### src/rtl/mem_port_arbiter.sv
// Arbitrates one single-ported memory between instruction fetch and data access.
// Data wins ties; a starvation counter forces a fetch after STARVE_LIMIT data grants.
module mem_port_arbiter #(
  parameter int ADDR_WIDTH   = 32,
  parameter int DATA_WIDTH   = 32,
  parameter int STARVE_LIMIT = 3
) (
  input  logic                  clk,
  input  logic                  rst_n,
  input  logic                  if_req,
  input  logic [ADDR_WIDTH-1:0] if_addr,
  output logic [DATA_WIDTH-1:0] if_rdata,
  output logic                  if_ready,
  output logic                  if_stall,
  input  logic                  d_ren,
  input  logic                  d_wen,
  input  logic [ADDR_WIDTH-1:0] d_addr,
  input  logic [DATA_WIDTH-1:0] d_wdata,
  output logic [DATA_WIDTH-1:0] d_rdata,
  output logic                  d_ready,
  output logic                  d_stall,
  output logic                  mem_req,
  output logic                  mem_we,
  output logic [ADDR_WIDTH-1:0] mem_addr,
  output logic [DATA_WIDTH-1:0] mem_din,
  input  logic [DATA_WIDTH-1:0] mem_dout,
  input  logic                  mem_ack
);

  localparam int CNT_W = $clog2(STARVE_LIMIT + 1);
  localparam logic [CNT_W-1:0] LIMIT = CNT_W'(STARVE_LIMIT);

  typedef enum logic [1:0] {
    IDLE  = 2'd0,
    FETCH = 2'd1,
    DATA  = 2'd2,
    DONE  = 2'd3
  } state_t;

  state_t           state_r;
  state_t           state_next_s;
  logic [CNT_W-1:0] starve_cnt_r;
  logic [CNT_W-1:0] cnt_next_s;
  logic             grant_data_s;
  logic             grant_fetch_s;
  logic             d_any_s;
  logic             force_fetch_s;

  function automatic logic [CNT_W-1:0] sat_inc(input logic [CNT_W-1:0] v);
    return (v == LIMIT) ? LIMIT : (v + CNT_W'(1));
  endfunction

  assign d_any_s       = d_ren | d_wen;
  assign force_fetch_s = if_req && (starve_cnt_r == LIMIT);
  assign if_stall      = if_req & ~if_ready;
  assign d_stall       = d_any_s & ~d_ready;

  // State and starvation counter registers.
  always_ff @(posedge clk or negedge rst_n) begin
    if (!rst_n) begin
      state_r      <= IDLE;
      starve_cnt_r <= {CNT_W{1'b0}};
    end else begin
      state_r      <= state_next_s;
      starve_cnt_r <= cnt_next_s;
    end
  end

  // Next-state, grant decision and starvation counter update.
  always_comb begin
    state_next_s  = state_r;
    cnt_next_s    = starve_cnt_r;
    grant_data_s  = 1'b0;
    grant_fetch_s = 1'b0;
    case (state_r)
      IDLE: begin
        if (d_any_s && !force_fetch_s) begin
          state_next_s = DATA;
          grant_data_s = 1'b1;
          cnt_next_s   = if_req ? sat_inc(starve_cnt_r) : {CNT_W{1'b0}};
        end else if (if_req) begin
          state_next_s  = FETCH;
          grant_fetch_s = 1'b1;
          cnt_next_s    = {CNT_W{1'b0}};
        end else begin
          state_next_s = IDLE;
          cnt_next_s   = {CNT_W{1'b0}};
        end
      end
      FETCH, DATA: begin
        if (mem_ack) begin
          state_next_s = DONE;
        end else begin
          state_next_s = state_r;
        end
      end
      DONE:    state_next_s = IDLE;
      default: state_next_s = IDLE;
    endcase
  end

  // Memory-side request registers and requester read-data/ready registers.
  always_ff @(posedge clk or negedge rst_n) begin
    if (!rst_n) begin
      mem_req  <= 1'b0;
      mem_we   <= 1'b0;
      mem_addr <= {ADDR_WIDTH{1'b0}};
      mem_din  <= {DATA_WIDTH{1'b0}};
      if_rdata <= {DATA_WIDTH{1'b0}};
      d_rdata  <= {DATA_WIDTH{1'b0}};
      if_ready <= 1'b0;
      d_ready  <= 1'b0;
    end else begin
      if_ready <= 1'b0;
      d_ready  <= 1'b0;
      case (state_r)
        IDLE: begin
          if (grant_data_s) begin
            mem_req  <= 1'b1;
            mem_we   <= d_wen;
            mem_addr <= d_addr;
            mem_din  <= d_wdata;
          end else if (grant_fetch_s) begin
            mem_req  <= 1'b1;
            mem_we   <= 1'b0;
            mem_addr <= if_addr;
          end
        end
        FETCH: begin
          if (mem_ack) begin
            mem_req  <= 1'b0;
            mem_we   <= 1'b0;
            if_rdata <= mem_dout;
            if_ready <= 1'b1;
          end
        end
        DATA: begin
          if (mem_ack) begin
            mem_req <= 1'b0;
            mem_we  <= 1'b0;
            d_ready <= 1'b1;
            // mem_we still holds the granted direction in this cycle
            if (!mem_we) begin
              d_rdata <= mem_dout;
            end
          end
        end
        default: begin
        end
      endcase
    end
  end

endmodule

### config.mk
export PLATFORM = sky130hd
export DESIGN_NAME = mem_port_arbiter
export DESIGN_NICKNAME = d
export VERILOG_FILES = /design/src/rtl/mem_port_arbiter.sv
export SDC_FILE = /design/constraint.sdc
export NUM_CORES = 1
export LEC_CHECK = 0
export BUFFER_PORTS_ARGS = -buffer_cell sky130_fd_sc_hd__buf_2
export CAP_MARGIN = 20
export CORE_MARGIN = 5
export CORE_UTILIZATION = 40
export CTS_BUF_LIST = sky130_fd_sc_hd__clkbuf_4 sky130_fd_sc_hd__clkbuf_8
export DETAILED_ROUTE_END_ITERATION = 8
export PLACE_DENSITY = 0.73
export SLEW_MARGIN = 40
export SYNTH_ARGS = -nofsm -noshare
export SYNTH_HDL_FRONTEND = slang
export SYNTH_SLANG_ARGS = --single-unit
### constraint.sdc
create_clock -name clk -period 1.8 [get_ports clk]
set_clock_uncertainty 0.15 [all_clocks]
set_input_delay 0.27 -clock clk [delete_from_list [all_inputs] [get_ports clk]]
set_output_delay 0.27 -clock clk [all_outputs]
set_load 0.03 [all_outputs]
### Word-level counts from Yosys, hierarchy flattened

Index checks and enable logic that the tools add are counted.

* logic and storage cells: 59
* register bits: 136
* output and inout bits: 134

* eq/ne operators: 6
* $add $sub $neg: 1
* bitwise logic cells: 6
* mux-type cells: 24
* reduce and logical (&&, ||, !) cells: 12

Operators by type and width (count)
* $mux 32: 2
* $mux 1: 14
* $mux 2: 5
* $eq 2x2->1 const B: 3
* $pmux 2 s3: 1
* $reduce_and 2->1: 3
* $reduce_and 3->1: 2
* $pmux 1 s2: 2
* $reduce_bool 2->1: 2
* $ne 3x3->1 const B: 1
* $not 1->1: 3
* $add 2x1->2 const B: 1
* $and 1x1->1: 2
* $eq 2x1->1 const B: 1
* $logic_and 1x1->1: 2
* $logic_not 2->1: 1
* $ne 2x1->1 const B: 1
* $reduce_or 2->1: 1
* $logic_not 1->1: 1
* $or 1x1->1: 1

### Logic depth before layout (Yosys ltp)

* depth in word-level cells: 9
* mapped depth: 7
* mapped depth without buffers: 5

### Worst setup path before layout

Ideal clock, no wire load.

* path type: reg-to-reg
* from: register state_r[0]
* to: register mem_din[10]
* clock period less this slack: 1.895 ns
* library setup time: 0.125 ns
* required time: 1.525 ns
* setup slack: -0.095 ns
* stages on the path, launching flop included: 8
* arrival time: 1.620 ns
* cells stage by stage: dfrtp_1 inv_1 ha_1 o21a_1 and2_1 buf_6 buf_6 mux2_4

* cells in the longest elaborated chain, start to end: 3

RTL lines
* from (decl): line 40 `state_t state_r;`
* from (signal assigned): line 64 `state_r <= state_next_s;`
* $logic_not 2->1 *: line 75, 116
* $mux 1: line 75 `case (state_r)`
* $reduce_and 2->1 (no line) *
* to (signal assigned): line 108 `mem_din <= {DATA_WIDTH{1'b0}};`
* to (signal assigned): line 122 `mem_din <= d_wdata;`
* to (decl): line 25 `output logic [DATA_WIDTH-1:0] mem_din,`

Every way passes the cells marked *; elsewhere a longest branch is shown, timed or not.
A chain may end at the register's enable or synchronous reset.

### Worst setup path after layout

* from: register state_r[1]
* to: register d_rdata[1]

* cells in the longest elaborated chain, start to end: 2

RTL lines
* $eq 2x2->1: line 116 `case (state_r)`
* $reduce_and 3->1 (no line)
* to (signal assigned): line 110 `d_rdata <= {DATA_WIDTH{1'b0}};`
* to (signal assigned): line 144 `d_rdata <= mem_dout;`
* to (decl): line 19 `output logic [DATA_WIDTH-1:0] d_rdata,`

No other way between the ends.

==> flow_metrics.tcl <==
set metrics [dict create \
    status "completed" \
    synth.yosys.seq_area_share 0.595 \
    hpwl_um 11900 \
    min_delay_worst_type "in2reg" \
    synth.cell_area_mm2 0.00572 \
    via_per_instance_ratio 5.02 \
    timing.setup.critical_path_class "reg2reg" \
    p_per_area_mw_per_mm2 1970 \
    place_congestion 0.835 \
    post_synth_num_cell_types 32 \
    share_comb_of_total_power 0.541 \
    max-vdd-ir-drop_mv 1.27 \
    synth_simple_gate_area_share 0.100 \
    sequentialPowerShare 0.310 \
    clock_latency_ps 430 \
    finalCriticalPeriod_ps 1770 \
    drt_pre_antenna_iters 4 \
    setup-violations-final 0 \
    detail-route-antenna-nets 0 \
    globalRouteOverflowTotal 0 \
    max_cap_violations 0 \
    fmaxAchievable_mhz 566 \
    final_hold_viol_count 0 \
    worstPathRequired_ps 2000 \
    io_pins 268 \
    synth-compound-area-share 0.0575 \
    post_synth_adder_cell_area 0.00656 \
    areaGrowthSynthToFinish_pct 57.8 \
    fin_setup_tns_ps 0 \
    synth-edff-count 0 \
    finalWirelength_um 18400 \
    clockRootBuffer "sky130_fd_sc_hd__clkbuf_8" \
    endpoint_kind "flop" \
    yosysWarningCount 0 \
    critical_path.reg2reg.startpoint "state_r[1]" \
    timing.final.crit_share 0.982 \
    layout.nets 945 \
    worst_hold_path.endpoint "mem_addr[25]" \
    clockPowerShare 0.148 \
    drive_gt1_frac 0.523 \
    yosys-mux-area-fraction 0.209 \
    clkSlewWorstSetupHoldPaths_ps 90 \
    cp_max_fo 8 \
    switching_share 0.437 \
    die-area_mm2 0.0168 \
    p_sw_w 0.00777 \
    combinational_family_with_the_most_area_after_synthesis "multiplexers" \
    placed_cells 865 \
    via_count_of_the_first_global_routing_pass 5556 \
    wire_length_of_the_first_global_routing_pass_um 27300 \
    ys_ff_latch 136 \
    cts-root-to-sink-buffers 2 \
    internal_power_w 0.0100 \
    grt_antenna_before_repair 0 \
    chipWidth_um 130 \
    global_route.usage.total 0.208 \
    total_power_w 0.0178 \
    final-max-slew-violation-count 0 \
    die_h_um 130 \
    worst_pin_slew_ps 395 \
    hp-start "if_addr[25]" \
    relSlewSlack 0.737 \
    syn_area_per_cell_um2 13.3 \
    cp_data_arrival_time_ps 1960 \
    placementRows 43 \
    route.detailed.drc 0 \
    synthXorXnorAreaFrac 0 \
    async_flop_share 1.00 \
    rsz_0062_raised_after_global_routing "true" \
    routedWlPerCell_um 18.3 \
    num_vias 5031 \
    synth.net_count 567 \
    clock_tree.htree_level_count 4 \
    timing.rr.end "d_rdata[1]" \
    hold_ws_ps 47.7 \
    area_inside_the_core_boundary_mm2 0.0139 \
    regToRegSetupSlack_ps 30 \
    clock_tree_from_tritoncts "yes" \
    synth_cells 430 \
    largest_net_degree_at_the_start_of_global_routing 45 \
    critical_path.startpoint_type "flop" \
    holdPathStages 4 \
    worstRegToRegCells 6 \
    final_core_util 0.648 \
    synthFlopType "sky130_fd_sc_hd__dfrtp_1" \
    numCtsBuffers 17 \
    initial_core_util 0.411 \
    buffer_ports.inserted 267 \
    cts.sinks 136 \
    final_cell_count_no_fill 1003 \
    power.static_leakage_nw 4.66 \
    drt_iter0_drc 190 \
]
==> metal layers <==
layer  track usage  vias to the layer above  routed length, um
li1              -                     2296                  -
met1         0.224                     2433               6650
met2         0.370                      247               9500
met3        0.0713                       55               1590
met4        0.0886                        0                620
met5             0                        -                  0
==> final cells by class <==
type | count | area (um2)
multi-input cells | 257 | 2250
repair buffers | 390 | 2700
diodes | 2 | 5.00
flip-flops and latches | 136 | 3400
well taps | 180 | 225
inverters | 6 | 22.5
clock inverters | 11 | 144
clock buffers | 21 | 277
fillers | 1024 | 4910
==> logic make-up (layout without fill, tap and decap cells) <==
| kind of cell | count (synthesis) | count (layout) |
|---|---|---|
| muxes | 97 | 97 |
| DFF | 136 | 136 |
| adders and majority gates | 3 | 3 |
| other | 0 | 2 |
| and+or+nand+nor | 114 | 114 |
| buffers and inverters | 37 | 428 |
| AOI/OAI and AO/OA | 43 | 43 |
==> sequential cells by signal, indices dropped and copies added (netlist names) <==
register      count
d_rdata          32
if_rdata         32
mem_addr         32
mem_din          32
starve_cnt_r      2
state_r           2
d_ready           1
if_ready          1
mem_req           1
mem_we            1
==> power by group through the flow <==
stage / clock [W] / combinational (W) / sequential (W)
2_1_floorplan: 0 / 0.00321 / 0.00839
3_3_place_gp: 0 / 0.00871 / 0.00542
3_5_place_dp: 0 / 0.00892 / 0.00550
4_1_cts: 0.00271 / 0.00918 / 0.00548
5_1_grt: 0.00285 / 0.0102 / 0.00568
6_report: 0.00264 / 0.00963 / 0.00552
==> Yosys cell counts, types with 2 or more instances <==
master	number	area [um2]
sky130_fd_sc_hd__inv_1	6	22.5
sky130_fd_sc_hd__and3_1	32	200
sky130_fd_sc_hd__mux2_2	67	754
sky130_fd_sc_hd__clkbuf_1	17	63.8
sky130_fd_sc_hd__nor2_1	2	7.51
sky130_fd_sc_hd__dfrtp_1	136	3400
sky130_fd_sc_hd__buf_2	9	45.0
sky130_fd_sc_hd__a22oi_1	32	240
sky130_fd_sc_hd__ha_1	3	37.5
sky130_fd_sc_hd__buf_6	4	45.0
sky130_fd_sc_hd__nand2_1	36	135
sky130_fd_sc_hd__nand2b_1	3	18.8
sky130_fd_sc_hd__nor2b_1	2	12.5
sky130_fd_sc_hd__mux2_4	28	420
sky130_fd_sc_hd__a32o_1	2	20.0
sky130_fd_sc_hd__and2_1	2	12.5
sky130_fd_sc_hd__nand3_1	34	170
==> what timing repair did <==
action	4_1_cts	5_1_grt
hold buffers	98	0
pin swaps	0	1
endpoints found under the hold margin	265	0
gates cloned	1	4
setup endpoints to repair	42	63
resized for setup	4	25
buffers inserted	0	1
==> worst max path at each step <==
stage,from,end
after floorplan,state_r[1],mem_din[10]
after global placement,state_r[1],d_rdata[23]
after detailed placement,state_r[1],mem_din[2]
after CTS,state_r[1],mem_addr[12]
after global routing,state_r[1],mem_din[12]
final,state_r[1],d_rdata[1]
==> critical path: stages (launching register included) <==
cell and delay [ps]:
sky130_fd_sc_hd__dfrtp_1 400, sky130_fd_sc_hd__buf_6 130, sky130_fd_sc_hd__ha_2 160, sky130_fd_sc_hd__and2_4 160
sky130_fd_sc_hd__nand2b_4 140, sky130_fd_sc_hd__clkbuf_16 200, sky130_fd_sc_hd__mux2_2 330
==> metrics by stage <==
stage | worst slack (ps) | cell area (um2)
detailed placement | -23.6 | 7390
finish | 33.2 | 9030
global route | -21.3 | 9020
global placement | 24.6 | 7390
floorplan | -57.8 | 5730
CTS | 10.7 | 8820
==> placed cells by master, fill, tap and decap left out, types with 5 or more instances in the layout <==
master                          instances
sky130_fd_sc_hd__mux2_4                45
sky130_fd_sc_hd__buf_12                 7
sky130_fd_sc_hd__nand2_1               36
sky130_fd_sc_hd__and3_1                32
sky130_fd_sc_hd__dfrtp_1              136
sky130_fd_sc_hd__clkbuf_8              19
sky130_fd_sc_hd__dlygate4sd3_1         98
sky130_fd_sc_hd__buf_2                266
sky130_fd_sc_hd__a22oi_1               32
sky130_fd_sc_hd__buf_4                  9
sky130_fd_sc_hd__buf_6                  5
sky130_fd_sc_hd__nand3_1               34
sky130_fd_sc_hd__mux2_2                50
No activity file was read; power rests on OpenSTA's default activity.
